**config.mk**
```make
export PLATFORM = sky130hd
export DESIGN_NAME = xbar_ctrl_port_pipelined_flat
export DESIGN_NICKNAME = d
export VERILOG_FILES = /design/src/rtl/xbar_ctrl_port_pipelined_if.sv /design/src/rtl/xbar_ctrl_port_pipelined.sv /design/src/flat_wrapper.sv
export SDC_FILE = /design/constraint.sdc
export NUM_CORES = 1
export LEC_CHECK = 0
export CAP_MARGIN = 40
export CORE_AREA = 2 2 87 89
export CTS_CLUSTER_DIAMETER = 100
export DETAILED_ROUTE_END_ITERATION = 10
export DIE_AREA = 0 0 89 91
export GPL_TIMING_DRIVEN = 0
export MAX_ROUTING_LAYER = met4
export PLACE_DENSITY = 0.7
export REMOVE_ABC_BUFFERS = 1
export SLEW_MARGIN = 20
export SYNTH_ARGS = -nofsm -noshare
export SYNTH_HDL_FRONTEND = slang
export SYNTH_SLANG_ARGS = --single-unit
export TNS_END_PERCENT = 5
```
**constraint.sdc**
```tcl
create_clock -name clk_i -period 1.5 [get_ports clk_i]
set_clock_uncertainty 0.1 [all_clocks]
set_input_delay 0.3 -clock clk_i [delete_from_list [all_inputs] [get_ports clk_i]]
set_output_delay 0.3 -clock clk_i [all_outputs]
set_load 0.005 [all_outputs]
```
**src/rtl/xbar_ctrl_port_pipelined_if.sv**
```systemverilog
// Bundles the controller request/response and crossbar grant/data signals.
// Latency: wires only; it adds no cycles.
// Backpressure: the controller holds its request until c_gnt_o is asserted.
interface xbar_ctrl_port_pipelined_if #(
   parameter int WORD_ADDR_WIDTH = 16,
   parameter int NUM_PORTS       = 4
);
   logic                       c_req_i;
   logic [WORD_ADDR_WIDTH-1:0] c_addr_i;
   logic                       c_wen_i;
   logic [31:0]                c_wdata_i;
   logic [3:0]                 c_be_i;
   logic                       c_gnt_o;
   logic                       c_rvalid_o;
   logic [31:0]                c_rdata_o;
   logic                       c_err_o;
   logic [NUM_PORTS-1:0]       port_requested_o;
   logic [NUM_PORTS-1:0]       p_gnt_and_selected_i;
   logic [32*NUM_PORTS-1:0]    p_rdata_i;

   // Controller plus crossbar side, which drives the port block
   modport master (
      output c_req_i, c_addr_i, c_wen_i, c_wdata_i, c_be_i,
      output p_gnt_and_selected_i, p_rdata_i,
      input  c_gnt_o, c_rvalid_o, c_rdata_o, c_err_o, port_requested_o
   );

   // The port block itself
   modport slave (
      input  c_req_i, c_addr_i, c_wen_i, c_wdata_i, c_be_i,
      input  p_gnt_and_selected_i, p_rdata_i,
      output c_gnt_o, c_rvalid_o, c_rdata_o, c_err_o, port_requested_o
   );
endinterface

```
**src/rtl/xbar_ctrl_port_pipelined.sv**
```systemverilog
// Controller-side crossbar port: decodes the top address bits to a peripheral and returns the response.
// Latency: the grant is combinational and the response follows 1 cycle after the grant, at 1 transaction per cycle.
// Backpressure: the request is stalled until the selected peripheral grants it; an illegal decode is granted locally.
module xbar_ctrl_port_pipelined #(
   parameter int WORD_ADDR_WIDTH = 16,
   parameter int NUM_PORTS       = 4
) (
   input  logic                      clk_i,
   input  logic                      rst_ni,
   xbar_ctrl_port_pipelined_if.slave bus
);
   localparam int SEL_WIDTH = $clog2(NUM_PORTS);

   typedef enum logic {IDLE = 1'b0, RESP = 1'b1} state_t;

   state_t               r_state;
   state_t               w_state_nxt;
   logic [SEL_WIDTH-1:0] r_sel;
   logic                 r_wen;
   logic                 r_err;

   logic [SEL_WIDTH-1:0] w_sel;
   logic                 w_legal;
   logic                 w_gnt;
   logic [NUM_PORTS-1:0] w_port_req;
   logic [31:0]          w_rdata_mux;
   logic                 w_rsp_vld;
   logic                 w_unused;

   assign w_sel   = bus.c_addr_i[WORD_ADDR_WIDTH-1 -: SEL_WIDTH];
   assign w_legal = (32'(w_sel) < NUM_PORTS);

   // Write data, byte enables and low address bits only pass through the crossbar
   assign w_unused = ^{bus.c_wdata_i, bus.c_be_i,
                       bus.c_addr_i[WORD_ADDR_WIDTH-SEL_WIDTH-1:0]};

   // Decode: one-hot port request; grants on ports that were not requested are masked off
   always_comb begin
      w_port_req = '0;
      w_gnt      = 1'b0;
      if (rst_ni && bus.c_req_i) begin
         if (w_legal) begin
            w_port_req = NUM_PORTS'(1) << w_sel;
            w_gnt      = |(bus.p_gnt_and_selected_i & w_port_req);
         end else begin
            w_gnt = 1'b1;
         end
      end
   end

   // Response-pending state register
   always_ff @(posedge clk_i) begin
      if (!rst_ni) r_state <= IDLE;
      else         r_state <= w_state_nxt;
   end

   // A new grant keeps or enters RESP; otherwise the pipeline drains to IDLE
   always_comb begin
      w_state_nxt = IDLE;
      case (r_state)
         IDLE:    if (w_gnt) w_state_nxt = RESP;
         RESP:    if (w_gnt) w_state_nxt = RESP;
         default: w_state_nxt = IDLE;
      endcase
   end

   // Capture the request fields every cycle; they are only used when a grant occurred
   always_ff @(posedge clk_i) begin
      if (!rst_ni) begin
         r_sel <= '0;
         r_wen <= 1'b0;
         r_err <= 1'b0;
      end else begin
         r_sel <= w_sel;
         r_wen <= bus.c_wen_i;
         r_err <= !w_legal;
      end
   end

   // Read-data mux indexed by the registered select, so a later address change has no effect
   always_comb begin
      w_rdata_mux = '0;
      for (int k = 0; k < NUM_PORTS; k++) begin
         if (r_sel == SEL_WIDTH'(k)) w_rdata_mux = bus.p_rdata_i[32*k +: 32];
      end
   end

   // Silence the response while reset is held so an in-flight response is dropped
   assign w_rsp_vld = rst_ni && (r_state == RESP);

   assign bus.port_requested_o = w_port_req;
   assign bus.c_gnt_o          = w_gnt;
   assign bus.c_rvalid_o       = w_rsp_vld;
   assign bus.c_err_o          = w_rsp_vld & r_err;
   assign bus.c_rdata_o        = (w_rsp_vld && !r_wen && !r_err) ? w_rdata_mux : 32'h0;
endmodule

```
**src/flat_wrapper.sv**
```systemverilog
// flat-port wrapper written by rule: the top's interface ports become plain ports
module xbar_ctrl_port_pipelined_flat 
#(
   parameter int WORD_ADDR_WIDTH = 16,
   parameter int NUM_PORTS       = 4
)
  (clk_i, rst_ni, bus_c_req_i, bus_c_addr_i, bus_c_wen_i, bus_c_wdata_i, bus_c_be_i, bus_p_gnt_and_selected_i, bus_p_rdata_i, bus_c_gnt_o, bus_c_rvalid_o, bus_c_rdata_o, bus_c_err_o, bus_port_requested_o);
  xbar_ctrl_port_pipelined_if #(.WORD_ADDR_WIDTH(WORD_ADDR_WIDTH), .NUM_PORTS(NUM_PORTS)) bus_i ();
  input  logic clk_i;
  input  logic rst_ni;
  input wire logic [$bits(bus_i.c_req_i)-1:0] bus_c_req_i;
  input wire logic [$bits(bus_i.c_addr_i)-1:0] bus_c_addr_i;
  input wire logic [$bits(bus_i.c_wen_i)-1:0] bus_c_wen_i;
  input wire logic [$bits(bus_i.c_wdata_i)-1:0] bus_c_wdata_i;
  input wire logic [$bits(bus_i.c_be_i)-1:0] bus_c_be_i;
  input wire logic [$bits(bus_i.p_gnt_and_selected_i)-1:0] bus_p_gnt_and_selected_i;
  input wire logic [$bits(bus_i.p_rdata_i)-1:0] bus_p_rdata_i;
  output wire logic [$bits(bus_i.c_gnt_o)-1:0] bus_c_gnt_o;
  output wire logic [$bits(bus_i.c_rvalid_o)-1:0] bus_c_rvalid_o;
  output wire logic [$bits(bus_i.c_rdata_o)-1:0] bus_c_rdata_o;
  output wire logic [$bits(bus_i.c_err_o)-1:0] bus_c_err_o;
  output wire logic [$bits(bus_i.port_requested_o)-1:0] bus_port_requested_o;
  assign bus_i.c_req_i = bus_c_req_i;
  assign bus_i.c_addr_i = bus_c_addr_i;
  assign bus_i.c_wen_i = bus_c_wen_i;
  assign bus_i.c_wdata_i = bus_c_wdata_i;
  assign bus_i.c_be_i = bus_c_be_i;
  assign bus_i.p_gnt_and_selected_i = bus_p_gnt_and_selected_i;
  assign bus_i.p_rdata_i = bus_p_rdata_i;
  assign bus_c_gnt_o = bus_i.c_gnt_o;
  assign bus_c_rvalid_o = bus_i.c_rvalid_o;
  assign bus_c_rdata_o = bus_i.c_rdata_o;
  assign bus_c_err_o = bus_i.c_err_o;
  assign bus_port_requested_o = bus_i.port_requested_o;
  xbar_ctrl_port_pipelined #(.WORD_ADDR_WIDTH(WORD_ADDR_WIDTH), .NUM_PORTS(NUM_PORTS)) u_core (.clk_i(clk_i), .rst_ni(rst_ni), .bus(bus_i));
endmodule
```
# After elaboration in Yosys (flattened, before gate mapping)
# Index checks and enable logic that the tools add are counted.
[word_totals]
inputBits = 188
regBits = 4
word_cells = 22
out_inout_bits = 39
[op_classes]
eq_ne = 3
bitwise_logic = 1
n_reduce_logical = 6
n_shift = 1
n_mux = 8
[ops]
columns = ["cell", "n"]
rows = [
  ["$mux 32", 5],
  ["$and 4x4->4", 1],
  ["$eq 2x2->1 const B", 2],
  ["$mux 4", 1],
  ["$reduce_or 4->1", 1],
  ["$shl 1x2->4 const A", 1],
  ["$logic_and 1x1->1", 3],
  ["$eq 2x1->1 const B", 1],
  ["$logic_not 2->1", 1],
  ["$mux 1", 2],
  ["$logic_not 1->1", 1],
]

# Depth between registers and ports, before layout
# Gate-level depths: netlist of the first run.
[logic_depth]
word_depth = 6
mapped_depth = 4
depth_no_buf = 2

# Worst setup path after synthesis of the first run
# No wires, ideal clock.
[synth_timing]
kind = "flip-flop to output port"
start = "reg u_core.r_sel[0]"
end = "out bus_c_rdata_o[10]"
path_stages_with_launch = 5
arrival_ps = 939
required_ps = 1100
n_path_buf = 2
setup_slack_ps = 161
path_cell_list = "dfxtp_1 > buf_4 > buf_4 > mux2i_1 > o22ai_1"
[synth_via]
elab_chain_cells = 6
word_cells_on_any_way = 9
classes_between = "eq/ne (3); mux (5); reduce/logical (1)"
[synth_rtl]
columns = ["item", "line", "rtl"]
rows = [
  ["from (decl)", "xbar_ctrl_port_pipelined.sv:18", "logic [SEL_WIDTH-1:0] r_sel;"],
  ["from (signal assigned)", "xbar_ctrl_port_pipelined.sv:74", "r_sel <= w_sel;"],
  ["$logic_not 2->1", "xbar_ctrl_port_pipelined.sv:84", "if (r_sel == SEL_WIDTH'(k)) w_rdata_mux = bus.p_rdata_i[32*k +: 32];"],
  ["$mux 32 (3 in series)", "xbar_ctrl_port_pipelined.sv:84", ""],
  ["$mux 32 *", "xbar_ctrl_port_pipelined.sv:84", ""],
  ["$mux 32 *", "xbar_ctrl_port_pipelined.sv:95", "assign bus.c_rdata_o = (w_rsp_vld && !r_wen && !r_err) ? w_rdata_mux : 32'h0;"],
  ["to (decl)", "flat_wrapper.sv:20", "output wire logic [$bits(bus_i.c_rdata_o)-1:0] bus_c_rdata_o;"],
]
# Every way passes the cells marked *; elsewhere a longest branch is shown, timed or not.

# Worst setup path in the final report of the first run
[layout_timing]
start = "reg u_core.r_sel[0]"
end = "out bus_c_rdata_o[29]"
# The elaborated chain is that of the path after synthesis.

==> impl_metrics.json, run 1 <==
{
  "placement.io_buffers": 175,
  "setup_viol": 37,
  "timing.final.ws_setup_ps": -267,
  "power_leakage_nw": 1.42,
  "dr.first_iter.drc_count": 17,
  "num_vias": 1873,
  "fin_crit_sh": 1.18,
  "setup.worst_path.start_class": "flop",
  "run_status": "finished, violations left",
  "first_global_vias": 1990,
  "crit_path_end_kind": "output port",
  "drc": 0,
  "fin_worst_hold_slack_ps": 236,
  "critPathMaxFanout": 7,
  "unique_cell_type_count_in_the_yosys_netlist": 19,
  "initial_utilization": 0.164,
  "tritoncts.num_buffers": 3,
  "die-area_sq_mm": 0.00810,
  "arrival_ps": 1370,
  "clkSinkCount": 4,
  "grt_antenna_before_repair": 0,
  "synth.largest_area_cell": "mux2i_1",
  "total_detailed_routing_wirelength_microns": 6950,
  "design.portCount": 227,
  "globalRoute.totalOverflow": 0,
  "weighted_congestion_at_the_end_of_routability_driven_global_placement": 0.682,
  "timing.setup.critical_path_class": "flop to output port",
  "fin_nets": 512,
  "fmax_mhz": 566,
  "drtAntennaViolNets": 0,
  "power.ir.vdd_worst_mv": 0.241,
  "wl_per_cell_microns": 16.5,
  "final_number_of_max_transition_violations": 0,
  "drt_first_pass_iters": 3,
  "hold_violations": 0,
  "worst_case_clock_buffer_depth": 2,
  "grt.total_usage": 0.151,
  "area_delta_synth_final_pct": 206,
  "ys_ff_latch": 4,
  "ctsRootBufferMaster": "clkbuf_8",
  "synth.yosys.warnings": 0,
  "final_common_cell": "clkdlybuf4s50_1",
  "synth.area.top_cells": "mux2i_1, o22ai_1, dfxtp_1, buf_4, buf_8",
  "first_pass_grt_wire_length_microns": 9420,
  "clkSlewWorstSetupHoldPaths_ps": 30,
  "total_power_mw": 1.15,
  "required_ps": 1100,
  "die_w_microns": 89,
  "power.density_cell_area_mw_per_mm2": 322,
  "violations": "negative setup slack",
  "netlist.area_leader.share": 0.548,
  "post_synthesis_cell_area_sq_mm": 0.00117,
  "period_minus_slack_ps": 1770,
  "most_used_cells_in_the_layout_excluding_fill_and_tap_cells": "clkdlybuf4s50_1, mux2i_1, buf_2",
  "tritoncts": "built",
  "dp_hpwl_microns": 4470,
  "detail_route.vias_per_cell": 4.44,
  "ctsHoldBuffers": 0,
  "core_sq_mm": 0.00714,
  "cap_violations": 0,
  "timing.setup.tns_ps": -8470,
  "die_h_microns": 91,
  "number_of_diodes_added_for_antenna_fixing": 0,
  "min_path_type": "input port to flop",
  "synth_sequential_area_ratio": 0.0685,
  "placementRows": 31,
  "unrepaired_setup_endpoints_after_global_routing": "yes",
  "nFillCells": 666,
  "post_synth_inst_count": 132,
  "pin_count_of_the_biggest_net_entering_global_routing": 19,
  "syn_area_per_cell_sq_um": 8.85,
  "drive_gt1_frac": 0.396,
  "h-tree-depth": 1
}
-- power breakdown --
group | total [mW] | internal [mW] | switching [mW]
sequential | 0.119 | 0.113 | 0.00622
combinational | 0.795 | 0.553 | 0.242
clock | 0.239 | 0.182 | 0.0570
total | 1.15 | 0.848 | 0.305
-- per-layer routing --
metal  track usage  up-vias  share of wire
li1              -      905              -
met1         0.157      867           0.37
met2         0.293       97           0.54
met3        0.0245        4          0.088
met4        0.0286        0         0.0075
met5             -        -              0
-- Yosys cell counts --
cell type   n
and2_1      4
buf_2       2
buf_4       7
buf_6       2
buf_8       3
clkbuf_1    1
conb_1      1
dfxtp_1     4
inv_1       1
mux2i_1    64
mux4_2      1
nand2_1     1
nand3_1     1
nand4b_1    1
nand4bb_1   1
nor2_1      2
nor2b_1     2
nor3_1      2
o22ai_1    32
-- worst max-delay path, stage by stage, from the launching register on --
cell,delay (ps)
dfxtp_4,380
buf_8,140
buf_12,140
mux2i_2,220
o22ai_2,110
buf_2,140
-- registers in the layout, indices dropped and copies added (netlist names) --
name            cells
u_core.r_sel        2
u_core.r_state      1
u_core.r_wen        1
-- per-stage QoR --
step           instance area (sq um)  worst slack, ps  instances   util
6_report                        3580             -267        422  0.502
5_1_grt                         3580             -330        422  0.502
4_1_cts                         3320             -278        413  0.465
3_5_place_dp                    2990            -1350        395  0.419
3_3_place_gp                    2910            -2870        391  0.408
2_1_floorplan                   1030            -1640        117      -
-- timing repair --
item	in CTS	in global routing
buffers inserted	10	4
resized for setup	218	24
pin swaps	27	13
endpoints found under the setup margin	39	37
gates cloned	5	5
-- final cells by class --
cell class	count	area, sq um	share of cell area
clock buffers	4	45.0	0.0126
inverters	1	3.75	0.00105
multi-input cells	112	1270	0.355
flip-flops and latches	4	86.3	0.0241
well taps	99	124	0.0346
repair buffers	202	2050	0.572
-- final timing paths --
path	start	to	cells after the start	slack (ps)
hold / removal	bus_c_addr_i[14]	u_core.r_sel[0]	2	240
setup / recovery	u_core.r_sel[0]	bus_c_rdata_o[29]	5	-270
-- cell families (layout without fill, tap and decap cells) --
| group | Yosys count | in the layout | synth area share |
|---|---|---|---|
| AOI/OAI and AO/OA | 32 | 32 | 0.171 |
| buffers and inverters | 16 | 207 | 0.118 |
| DFF | 4 | 4 | 0.0685 |
| muxes | 65 | 65 | 0.567 |
| other | 1 | 1 | 0.00321 |
| and+or+nand+nor | 14 | 14 | 0.0717 |
Power figures use the tool's default switching activity.
==> run 2, diff against run 1 <==
- GPL_TIMING_DRIVEN: 0 -> 1
==> impl_metrics.json, run 2 (same netlist as run 1, synthesis figures left out) <==
{
  "final_common_cell": "clkdlybuf4s50_1",
  "detail_route.vias_per_cell": 4.38,
  "fin_worst_hold_slack_ps": 282,
  "timing.setup.critical_path_class": "flop to output port",
  "grt_busiest_layer": "met2",
  "tritoncts": "built",
  "initial_utilization": 0.164,
  "power.density_cell_area_mw_per_mm2": 321,
  "weighted_congestion_at_the_end_of_routability_driven_global_placement": 0.721,
  "ctsRootBufferMaster": "clkbuf_8",
  "final_number_of_max_transition_violations": 0,
  "grt.total_usage": 0.139,
  "run_status": "finished, violations left",
  "area_delta_synth_final_pct": 173,
  "placementRows": 31,
  "grt_antenna_before_repair": 0,
  "largestRegisters": "u_core.r_sel (2), u_core.r_state (1), u_core.r_wen (1)",
  "first_pass_grt_wire_length_microns": 8740,
  "drive_gt1_frac": 0.289,
  "unrepaired_setup_endpoints_after_global_routing": "yes",
  "setup_viol": 33,
  "worst_case_clock_buffer_depth": 2,
  "power.ir.vdd_worst_mv": 0.307,
  "globalRoute.totalOverflow": 0,
  "largest_register": "u_core.r_sel",
  "dpl-instance-area_sq_mm": 0.00302,
  "die_h_microns": 91,
  "timing.final.ws_setup_ps": -387,
  "total_power_mw": 1.02,
  "required_ps": 1100,
  "tritoncts.num_buffers": 3,
  "h-tree-depth": 1,
  "dr.first_iter.drc_count": 27,
  "clkSinkCount": 4,
  "min_path_type": "input port to flop",
  "core_sq_mm": 0.00714,
  "crit_path_end_kind": "output port",
  "drtAntennaViolNets": 0,
  "clkSlewWorstSetupHoldPaths_ps": 40,
  "first_global_vias": 1841,
  "die_w_microns": 89,
  "wl_per_cell_microns": 14.8,
  "drc": 0,
  "post_place_worst_slack_ps": -833,
  "period_minus_slack_ps": 1890,
  "power_leakage_nw": 1.33,
  "arrival_ps": 1490,
  "most_used_cells_in_the_layout_excluding_fill_and_tap_cells": "clkdlybuf4s50_1, mux2i_1, buf_2",
  "finalInstanceArea_sq_mm": 0.00319,
  "setup.worst_path.start_class": "flop",
  "drt_first_pass_iters": 4,
  "placement.io_buffers": 175,
  "hold_violations": 0,
  "critPathMaxFanout": 5,
  "design.portCount": 227,
  "fmax_mhz": 530,
  "num_vias": 1812,
  "pin_count_of_the_biggest_net_entering_global_routing": 32,
  "final_util": 0.448,
  "total_detailed_routing_wirelength_microns": 6120,
  "largest_reg_flops": 2,
  "violations": "negative setup slack",
  "gr-usage-met3": 0.0200,
  "gr-usage-met2": 0.262,
  "fin_nets": 504,
  "globalRouteMet1Util": 0.155,
  "number_of_diodes_added_for_antenna_fixing": 0,
  "dp_hpwl_microns": 4550,
  "fin_crit_sh": 1.26,
  "cap_violations": 0,
  "die-area_sq_mm": 0.00810
}
==> run 2: changes by cell type in the layout (fill, tap and decap cells not counted), sizes merged <==
| cell | delta |
|---|---|
| buf | -5 |
| clkdlybuf4s15 | -4 |
| clkdlybuf4s50 | -1 |
| dlygate4sd2 | +1 |
| dlymetal6s2s | +1 |
==> run 2: worst paths after layout <==
| check | startpoint | endpoint | slack, ps | cells after the start |
|---|---|---|---|---|
| setup / recovery | u_core.r_wen | bus_c_rdata_o[6] | -390 | 6 |
| hold / removal | rst_ni | u_core.r_sel[0] | 280 | 2 |
==> run 2: area by class of cell <==
type / instances / area (sq um)
clock buffers: 4 / 45.0
well taps: 99 / 124
multi-input cells: 112 / 1090
repair buffers: 194 / 1840
inverters: 1 / 3.75
flip-flops and latches: 4 / 87.6
fillers: 732 / 3940
==> run 2: metal layers <==
metal | part of all wire | wire length [microns] | vias to the layer above
li1 | - | - | 889
met1 | 0.39 | 2370 | 824
met2 | 0.51 | 3140 | 97
met3 | 0.097 | 591 | 2
met4 | 0.0034 | 21 | 0
met5 | 0 | 0 | -
==> run 2: per-stage QoR <==
step | instances | TNS [ps]
after CTS | 414 | -9970
final | 414 | -9150
after global routing | 414 | -11250
after floorplan | 117 | -52370
after global placement | 402 | -28060
after detailed placement | 402 | -28780
==> run 2: report_power, final <==
| part | total [mW] | switching [mW] | internal, mW |
|---|---|---|---|
| Combinational | 0.662 | 0.191 | 0.471 |
| Clock | 0.242 | 0.0603 | 0.182 |
| Sequential | 0.119 | 0.00631 | 0.113 |
==> run 2: critical path: stages, from the launching register on <==
cell and delay [ps]:
dfxtp_2 310, nand4bb_4 260, buf_6 170, buf_6 120, buf_8 130, o22ai_4 140
buf_2 140
==> run 2: what timing repair did <==
item,CTS,global route
setup endpoints to repair,38,37
setup buffers,4,0
gates resized for setup,187,24
pin swaps,16,6
cloned,4,0
hold buffers,0,0
